===== src/rtl/audio_io_sched.sv =====
// Sample-rate I/O scheduler between the audio converters and the core.
// An input FIFO feeds the core's adcdata. An output FIFO collects the core's
// outport samples and is drained to the DAC on dac_req ticks. A PRIME/RUN
// state machine handles start-up and recovery after an underrun.
module audio_io_sched #(
  parameter int DWIDTH    = 32,
  parameter int DEPTH     = 4,
  parameter int PRIME_LVL = 2
) (
  input  logic                       clock,
  input  logic                       reset,
  input  logic                       adc_valid,
  input  logic [DWIDTH-1:0]          adc_sample,
  output logic [DWIDTH-1:0]          cpu_adcdata,
  input  logic                       cpu_in_ready,
  input  logic                       cpu_out_vld,
  input  logic [DWIDTH-1:0]          cpu_outport,
  input  logic                       dac_req,
  output logic                       dac_valid,
  output logic [DWIDTH-1:0]          dac_data,
  output logic [$clog2(DEPTH):0]     in_level,
  input  logic                       flags_clr,
  output logic                       in_ovf,
  output logic                       in_udf,
  output logic                       out_ovf,
  output logic                       dac_udf
);

  localparam int ADDRW = $clog2(DEPTH);
  localparam logic [ADDRW:0]   FULL_CNT  = (ADDRW+1)'(DEPTH);
  localparam logic [ADDRW:0]   PRIME_CNT = (ADDRW+1)'(PRIME_LVL);
  localparam logic [ADDRW-1:0] PTR_ONE   = ADDRW'(1);

  typedef enum logic {PRIME, RUN} state_t;

  state_t            state;
  logic [DWIDTH-1:0] in_mem  [DEPTH];
  logic [DWIDTH-1:0] out_mem [DEPTH];
  logic [ADDRW-1:0]  in_wptr, in_rptr, out_wptr, out_rptr;
  logic [ADDRW:0]    in_cnt, out_cnt, out_cnt_nxt;
  logic              in_push, in_pop, out_push, out_pop, dac_empty_req;

  // Push/pop qualification; a full FIFO still accepts a push when it pops in the same cycle.
  always_comb begin
    in_pop        = cpu_in_ready && (in_cnt != '0);
    in_push       = adc_valid && ((in_cnt != FULL_CNT) || in_pop);
    out_pop       = dac_req && (state == RUN) && (out_cnt != '0);
    out_push      = cpu_out_vld && ((out_cnt != FULL_CNT) || out_pop);
    dac_empty_req = dac_req && (state == RUN) && (out_cnt == '0);
    out_cnt_nxt   = out_cnt + {{ADDRW{1'b0}}, out_push} - {{ADDRW{1'b0}}, out_pop};
  end

  assign cpu_adcdata = (in_cnt != '0) ? in_mem[in_rptr] : '0;
  assign in_level    = in_cnt;

  // Sample storage; contents are meaningless until counted, so no reset.
  always_ff @(posedge clock) begin
    if (in_push)  in_mem[in_wptr]   <= adc_sample;
    if (out_push) out_mem[out_wptr] <= cpu_outport;
  end

  // Input FIFO pointers and occupancy.
  always_ff @(posedge clock or posedge reset) begin
    if (reset) begin
      in_wptr <= '0;
      in_rptr <= '0;
      in_cnt  <= '0;
    end else begin
      if (in_push) in_wptr <= in_wptr + PTR_ONE;
      if (in_pop)  in_rptr <= in_rptr + PTR_ONE;
      in_cnt <= in_cnt + {{ADDRW{1'b0}}, in_push} - {{ADDRW{1'b0}}, in_pop};
    end
  end

  // Output FIFO, PRIME/RUN state machine and registered DAC interface.
  always_ff @(posedge clock or posedge reset) begin
    if (reset) begin
      out_wptr  <= '0;
      out_rptr  <= '0;
      out_cnt   <= '0;
      state     <= PRIME;
      dac_valid <= 1'b0;
      dac_data  <= '0;
    end else begin
      if (out_push) out_wptr <= out_wptr + PTR_ONE;
      if (out_pop)  out_rptr <= out_rptr + PTR_ONE;
      out_cnt   <= out_cnt_nxt;
      dac_valid <= dac_req;
      case (state)
        PRIME: begin
          if (dac_req) dac_data <= '0;
          if (out_cnt_nxt >= PRIME_CNT) state <= RUN;
        end
        RUN: begin
          // An empty FIFO on a tick holds the last sample and re-primes.
          if (out_pop)       dac_data <= out_mem[out_rptr];
          if (dac_empty_req) state    <= PRIME;
        end
        default: state <= PRIME;
      endcase
    end
  end

  // Sticky error flags; a set event in the clearing cycle takes priority.
  always_ff @(posedge clock or posedge reset) begin
    if (reset) begin
      in_ovf  <= 1'b0;
      in_udf  <= 1'b0;
      out_ovf <= 1'b0;
      dac_udf <= 1'b0;
    end else begin
      in_ovf  <= (in_ovf  && !flags_clr) || (adc_valid && !in_push);
      in_udf  <= (in_udf  && !flags_clr) || (cpu_in_ready && (in_cnt == '0));
      out_ovf <= (out_ovf && !flags_clr) || (cpu_out_vld && !out_push);
      dac_udf <= (dac_udf && !flags_clr) || dac_empty_req;
    end
  end

endmodule


===== config.mk =====
export PLATFORM = sky130hd
export DESIGN_NAME = audio_io_sched
export DESIGN_NICKNAME = d
export VERILOG_FILES = /design/src/rtl/audio_io_sched.sv
export SDC_FILE = /design/constraint.sdc
export NUM_CORES = 1
export LEC_CHECK = 0
export BUFFER_PORTS_ARGS = -buffer_cell sky130_fd_sc_hd__buf_2
export CORE_MARGIN = 1.5
export CORE_UTILIZATION = 45
export DETAILED_ROUTE_END_ITERATION = 8
export PLACE_DENSITY_LB_ADDON = 0.3
export SYNTH_ARGS = -nofsm -noshare
export SYNTH_HDL_FRONTEND = slang
export SYNTH_SLANG_ARGS = --single-unit

===== constraint.sdc =====
create_clock -name clock -period 2.33 [get_ports clock]
set_input_delay 0.233 -clock clock [delete_from_list [all_inputs] [get_ports clock]]
set_output_delay 0.233 -clock clock [all_outputs]
set_load 0.02 [all_outputs]

==> impl_metrics.ini, run 1 <==
[timing]
max_slew.worst_pin.slew_ns = 0.889
min_period_over_period_pct = 99.3
fmax_mhz = 432
setup_ws_ns = 0.0171
maxSlewHeadroom_pct = 40.8
tns_ns = 0
timing.hold.ws_ns = 0.166
hold_viol_final = 0
report.final.slew_viol_count = 0
rsz0062_at_grt = yes
skew_ns = 0.0164
finalSetupViolations = 0
period_needed_ns = 2.31

[setup_path]
cp-start-kind = flop
end_kind = output pin
cp_num_buf_inv = 3
slowest_stage = mux4_2
critPathKind = reg -> out
cpLargestDelayFamily = multiplexers
arrival_ns = 2.08
crit_fanout = 8
cp.required_ns = 2.10
slowest_delay_ns = 0.51
crit_chain = buf_6 > buf_12 > mux4_2 > nor2b_1 > buf_4

[clock_network]
numCtsBuffers = 31
clk_pin_slew_ns = 0.06
htreeDepth = 1
cts_tree = yes
clk_latency_ns = 0.55
clock-sinks = 308
clock_path_buffers = 3
ctsRootBufferMaster = clkbuf_16

[job]
cap_violations = 0

[cells_and_area]
final_nets = 864
drive_gt1_share_pct = 39.1
final_core_util_pct = 58.9
area_delta_synth_final_pct = 27.4
layout.cells.non_filler = 1137

[drt]
wl_mm = 23.1
dr.pass1.iters = 4
ant_nets = 0
viasPerCell = 5.18
drt_iter0_markers = 534
drc = 0
wl_per_cell_um = 20.3
vias = 5893

[die]
fp.dieW_um = 164
dieArea_sq_um = 27000
ios = 143
start_util_pct = 46.2
die_y_um = 164
row_count = 58
core_sq_um = 25300

[global_route]
busiest_layer = met2
antenna_found_initial = 2
grtUsageMet2_pct = 31.2
grt_use_met3_pct = 3.33
grt_pass1_wl_mm = 35.6
grt_max_degree = 35
grt_pass1_vias = 6497
grt_overflow = 0
track_usage_pct = 17.4
use_met1_pct = 22.1

[outcome]
status = completed

[yosys]
synth-compound-area-share_pct = 3.14
yosys_warnings = 0
synth_edf_count = 256
yosysSeqAreaShare_pct = 76.8
syn_nets = 619
synth_adder_area_share_pct = 1.52
ys_ff_latch = 308
synth_cell_type_count = 31
synth.area.top_cells = edfxtp_1 (66%), mux4_2 (12%), dfrtp_1 (11%), a22o_1 (2.4%), nor2b_1 (1.7%)
syn_area_per_cell_sq_um = 21.9
syn-cell-area_sq_um = 11700
synth_top_cell_by_area = edfxtp_1
muxShareOfSynthArea_pct = 12.6
ys.flop_type = edfxtp_1
yosys.area_share.simple_pct = 2.76
synth_cells = 535
yosys-top-cells-count = edfxtp_1 (256), mux4_2 (64), dfrtp_1 (52)
synth.most_common_cell = edfxtp_1
synth_top_family_by_area = multiplexers
synth-xor-area-share_pct = 0.748
synth_top_cell_area_share_pct = 65.7
synth-async-reset-ratio_pct = 16.9

[pwr]
power_density_nw_per_um2 = 1330
ir_drop_v = 0.00102
power.leakage_nw = 5.54

[placed_design]
portBuffers = 142
gp_congestion = 0.713
hpwl_mm = 13.2
placed_cells = 997
pre_cts_slack_ns = 0.0595

[min_path]
hold_path_class = in -> async
kinds of logic after synthesis:
group                    Yosys count
AO/OA/AOI/OAI                     40
buffers and inverters             44
multiplexers                      67
XOR/XNOR                          10
AND/OR/NAND/NOR                   53
flip-flops                       308
adder cells (fa/ha/maj)           13
final timing paths:
| check | start | to | slack, ns | cells past startpoint |
|---|---|---|---|---|
| setup / recovery | in_rptr[0]$_DFFE_PP0P_ | cpu_adcdata[6] | 0.02 | 5 |
| hold / removal | reset | dac_data[0]$_DFFE_PP0P_ | 0.17 | 3 |
| setup reg to reg | out_cnt[0]$_DFF_PP0_ | state$_DFF_PP0_ | 0.11 | 7 |
| hold reg to reg | dac_data[3]$_DFFE_PP0P_ | dac_data[3]$_DFFE_PP0P_ | 0.50 | 1 |
| max in group asynchronous | reset | in_rptr[0]$_DFFE_PP0P_ | 1.50 | 4 |
| min in group clock | dac_req | dac_valid$_DFF_PP0_ | 0.41 | 2 |
report_power, final:
part	leakage [nW]	switching (mW)	internal (mW)	total, mW
logic	2.04	3.54	3.30	6.84
clock network	0.526	1.98	3.03	5.01
registers	2.98	0.631	7.41	8.04
area by class of cell:
| type | count | area [sq um] |
|---|---|---|
| fillers | 1798 | 10400 |
| flip-flops and latches | 308 | 8990 |
| multi-input cells | 183 | 2520 |
| repair buffers | 238 | 1860 |
| clock buffers | 39 | 856 |
| well taps | 330 | 413 |
| clock inverters | 19 | 200 |
| inverters | 18 | 67.6 |
| diodes | 2 | 5.00 |
flip-flops by register name, summed over array words and instances, names as in the netlist:
signal / flops
out_rptr: 2
out_ovf: 1
dac_valid: 1
in_rptr: 2
in_wptr: 2
dac_data: 32
in_mem: 128
dac_udf: 1
out_mem: 128
in_ovf: 1
out_wptr: 2
in_level: 3
out_cnt: 3
in_udf: 1
state: 1
placed cells by master (no fill, tap or decap), types with 11 or more instances in the layout:
master         count
ha_1              11
dlygate4sd3_1     71
nor2b_1           21
a22o_1            32
mux4_2            64
buf_2            122
buf_4             20
dfrtp_1           47
buf_6             15
edfxtp_1         256
inv_1             16
clkbuf_16         32
metrics by stage:
step           area (sq um)  power [mW]
2_1_floorplan         11700        12.3
3_3_place_gp          12800        14.0
3_5_place_dp          12800        14.2
4_1_cts               14700        19.6
5_1_grt               14900        20.9
6_report              14900        19.9
metal layers:
metal	part of all wire (%)	vias to the layer above
met5	0	-
met4	1.6	0
met3	6.1	31
met2	52	203
met1	40	3012
li1	-	2647
worst reg2reg max path, cell delays in order (launching register included):
cell and delay, ns:
dfrtp_2 0.45, o311a_2 0.42, ha_1 0.27, inv_1 0.04, ha_1 0.18, fa_2 0.34, xnor2_1 0.16, o31a_1 0.24
what timing repair did:
item,4_1_cts,5_1_grt
endpoints found under the hold margin,281,0
resized for setup,5,50
buffers inserted,4,2
hold buffers,71,0
pin swaps,0,1
endpoints found under the setup margin,30,31
gates cloned,2,1
(Power assumes the default switching activity.)
==> inputs of run 2 (changes only) <==
Settings changed: CTS_BUF_LIST from default to sky130_fd_sc_hd__clkbuf_8.
==> impl_metrics.ini, run 2 (same netlist as run 1, synthesis figures left out) <==
[placed_design]
portBuffers = 142
pre_cts_slack_ns = 0.0595
gp_congestion = 0.713
hpwl_mm = 13.2

[setup_path]
cp.required_ns = 2.10
regToRegEndpoint = state$_DFF_PP0_
end_kind = output pin
crit_fanout = 8
critPathKind = reg -> out
r2r.worst_path.cells = 7
rrSetupSlack_ns = 0.12
arrival_ns = 2.05
rr_startpoint = out_cnt[0]$_DFF_PP0_
cp-start-kind = flop

[clock_network]
htreeDepth = 2
ctsRootBufferMaster = clkbuf_8
cts_tree = yes
clock-sinks = 308
clk_pin_slew_ns = 0.06
numCtsBuffers = 48
clock_path_buffers = 3
clk_latency_ns = 0.55

[die]
die_y_um = 164
core_sq_um = 25300
ios = 143
dieArea_sq_um = 27000
fp.dieW_um = 164
start_util_pct = 46.2
row_count = 58

[pwr]
p_total_mw = 19.2
ir_drop_v = 0.000823
power_density_nw_per_um2 = 1300
power.leakage_nw = 5.56

[global_route]
grt_max_degree = 35
grt_pass1_wl_mm = 35.8
track_usage_pct = 17.6
grt_pass1_vias = 6659
antenna_found_initial = 1
grt_overflow = 0

[cells_and_area]
final_common_cell = edfxtp_1
final_core_util_pct = 58.4
mostFrequentLayoutCells = edfxtp_1 (256), buf_2 (123), dlygate4sd3_1 (71)
drive_gt1_share_pct = 39.4
final_nets = 880
reg_top3 = in_mem x128, out_mem x128, dac_data x32
area_delta_synth_final_pct = 26.3

[timing]
period_needed_ns = 2.29
skew_ns = 0.0124
fmax_mhz = 437
setup_ws_ns = 0.0420
rsz0062_at_grt = yes
maxSlewHeadroom_pct = 39.9
report.final.slew_viol_count = 0
min_period_over_period_pct = 98.2
finalSetupViolations = 0
max_slew.worst_pin.slew_ns = 0.902
hold_viol_final = 0

[drt]
drt_iter0_markers = 521
wl_mm = 23.2
drc = 0
vias = 6044
dr.pass1.iters = 4
ant_nets = 0
viasPerCell = 5.18
wl_per_cell_um = 19.8

[job]
cap_violations = 0

[outcome]
status = completed

[min_path]
hold_path_class = in -> async
[run 2: how the worst max path moves through the flow]
stage | start | end | slack [ns]
floorplan | out_cnt[0]$_DFF_PP0_ | state$_DFF_PP0_ | 0.008
global placement | state$_DFF_PP0_ | state$_DFF_PP0_ | 0.17
detailed placement | out_cnt[0]$_DFF_PP0_ | state$_DFF_PP0_ | 0.06
CTS | in_rptr[0]$_DFFE_PP0P_ | cpu_adcdata[26] | -0.03
global route | in_rptr[0]$_DFFE_PP0P_ | cpu_adcdata[25] | -0.05
finish | in_rptr[0]$_DFFE_PP0P_ | cpu_adcdata[25] | 0.04
[run 2: layout make-up]
class	instances	area (sq um)
multi-input combinational	183	2510
timing repair buffer	237	1850
clock inverter	36	208
antenna	1	2.50
fill	1856	10500
inverter	18	67.6
tap	330	413
clock buffer	54	743
sequential	308	8990
[run 2: stage by stage]
stage / setup TNS [ns] / hold slack [ns] / std cells / instance area, sq um
floorplan: 0 / 0.264 / 535 / 11700
global placement: 0 / 0.188 / 997 / 12800
CTS: -0.0688 / 0.159 / 1163 / 14600
detailed placement: 0 / 0.194 / 997 / 12800
finish: 0 / 0.172 / 1167 / 14800
global route: -0.571 / 0.175 / 1167 / 14800
[run 2: metal layers]
layer	GRT usage, %	wire, um	vias to the layer above
met5	0	0	-
met4	5.54	451	0
met3	4.42	1490	48
met2	31.0	12000	219
met1	21.4	9240	3091
li1	-	-	2686
[run 2: critical path, cell delays in order (launching register included)]
cell and delay [ns]:
dfrtp_2 0.39, buf_6 0.13, buf_12 0.14, mux4_2 0.48, nor2b_1 0.17, buf_4 0.19
[run 2: where the power goes]
part	switching (mW)	leakage, nW	internal, mW
registers	0.621	2.98	7.41
clock network	2.01	0.550	2.35
logic	3.52	2.03	3.26
[run 2: what timing repair did]
| action | in CTS | in global routing |
|---|---|---|
| endpoints found under the setup margin | 30 | 32 |
| hold buffers | 71 | 0 |
| hold endpoints to repair | 292 | 0 |
| gates cloned | 2 | 1 |
| pin swaps | 0 | 1 |
| setup buffers | 3 | 2 |
| resized for setup | 4 | 48 |
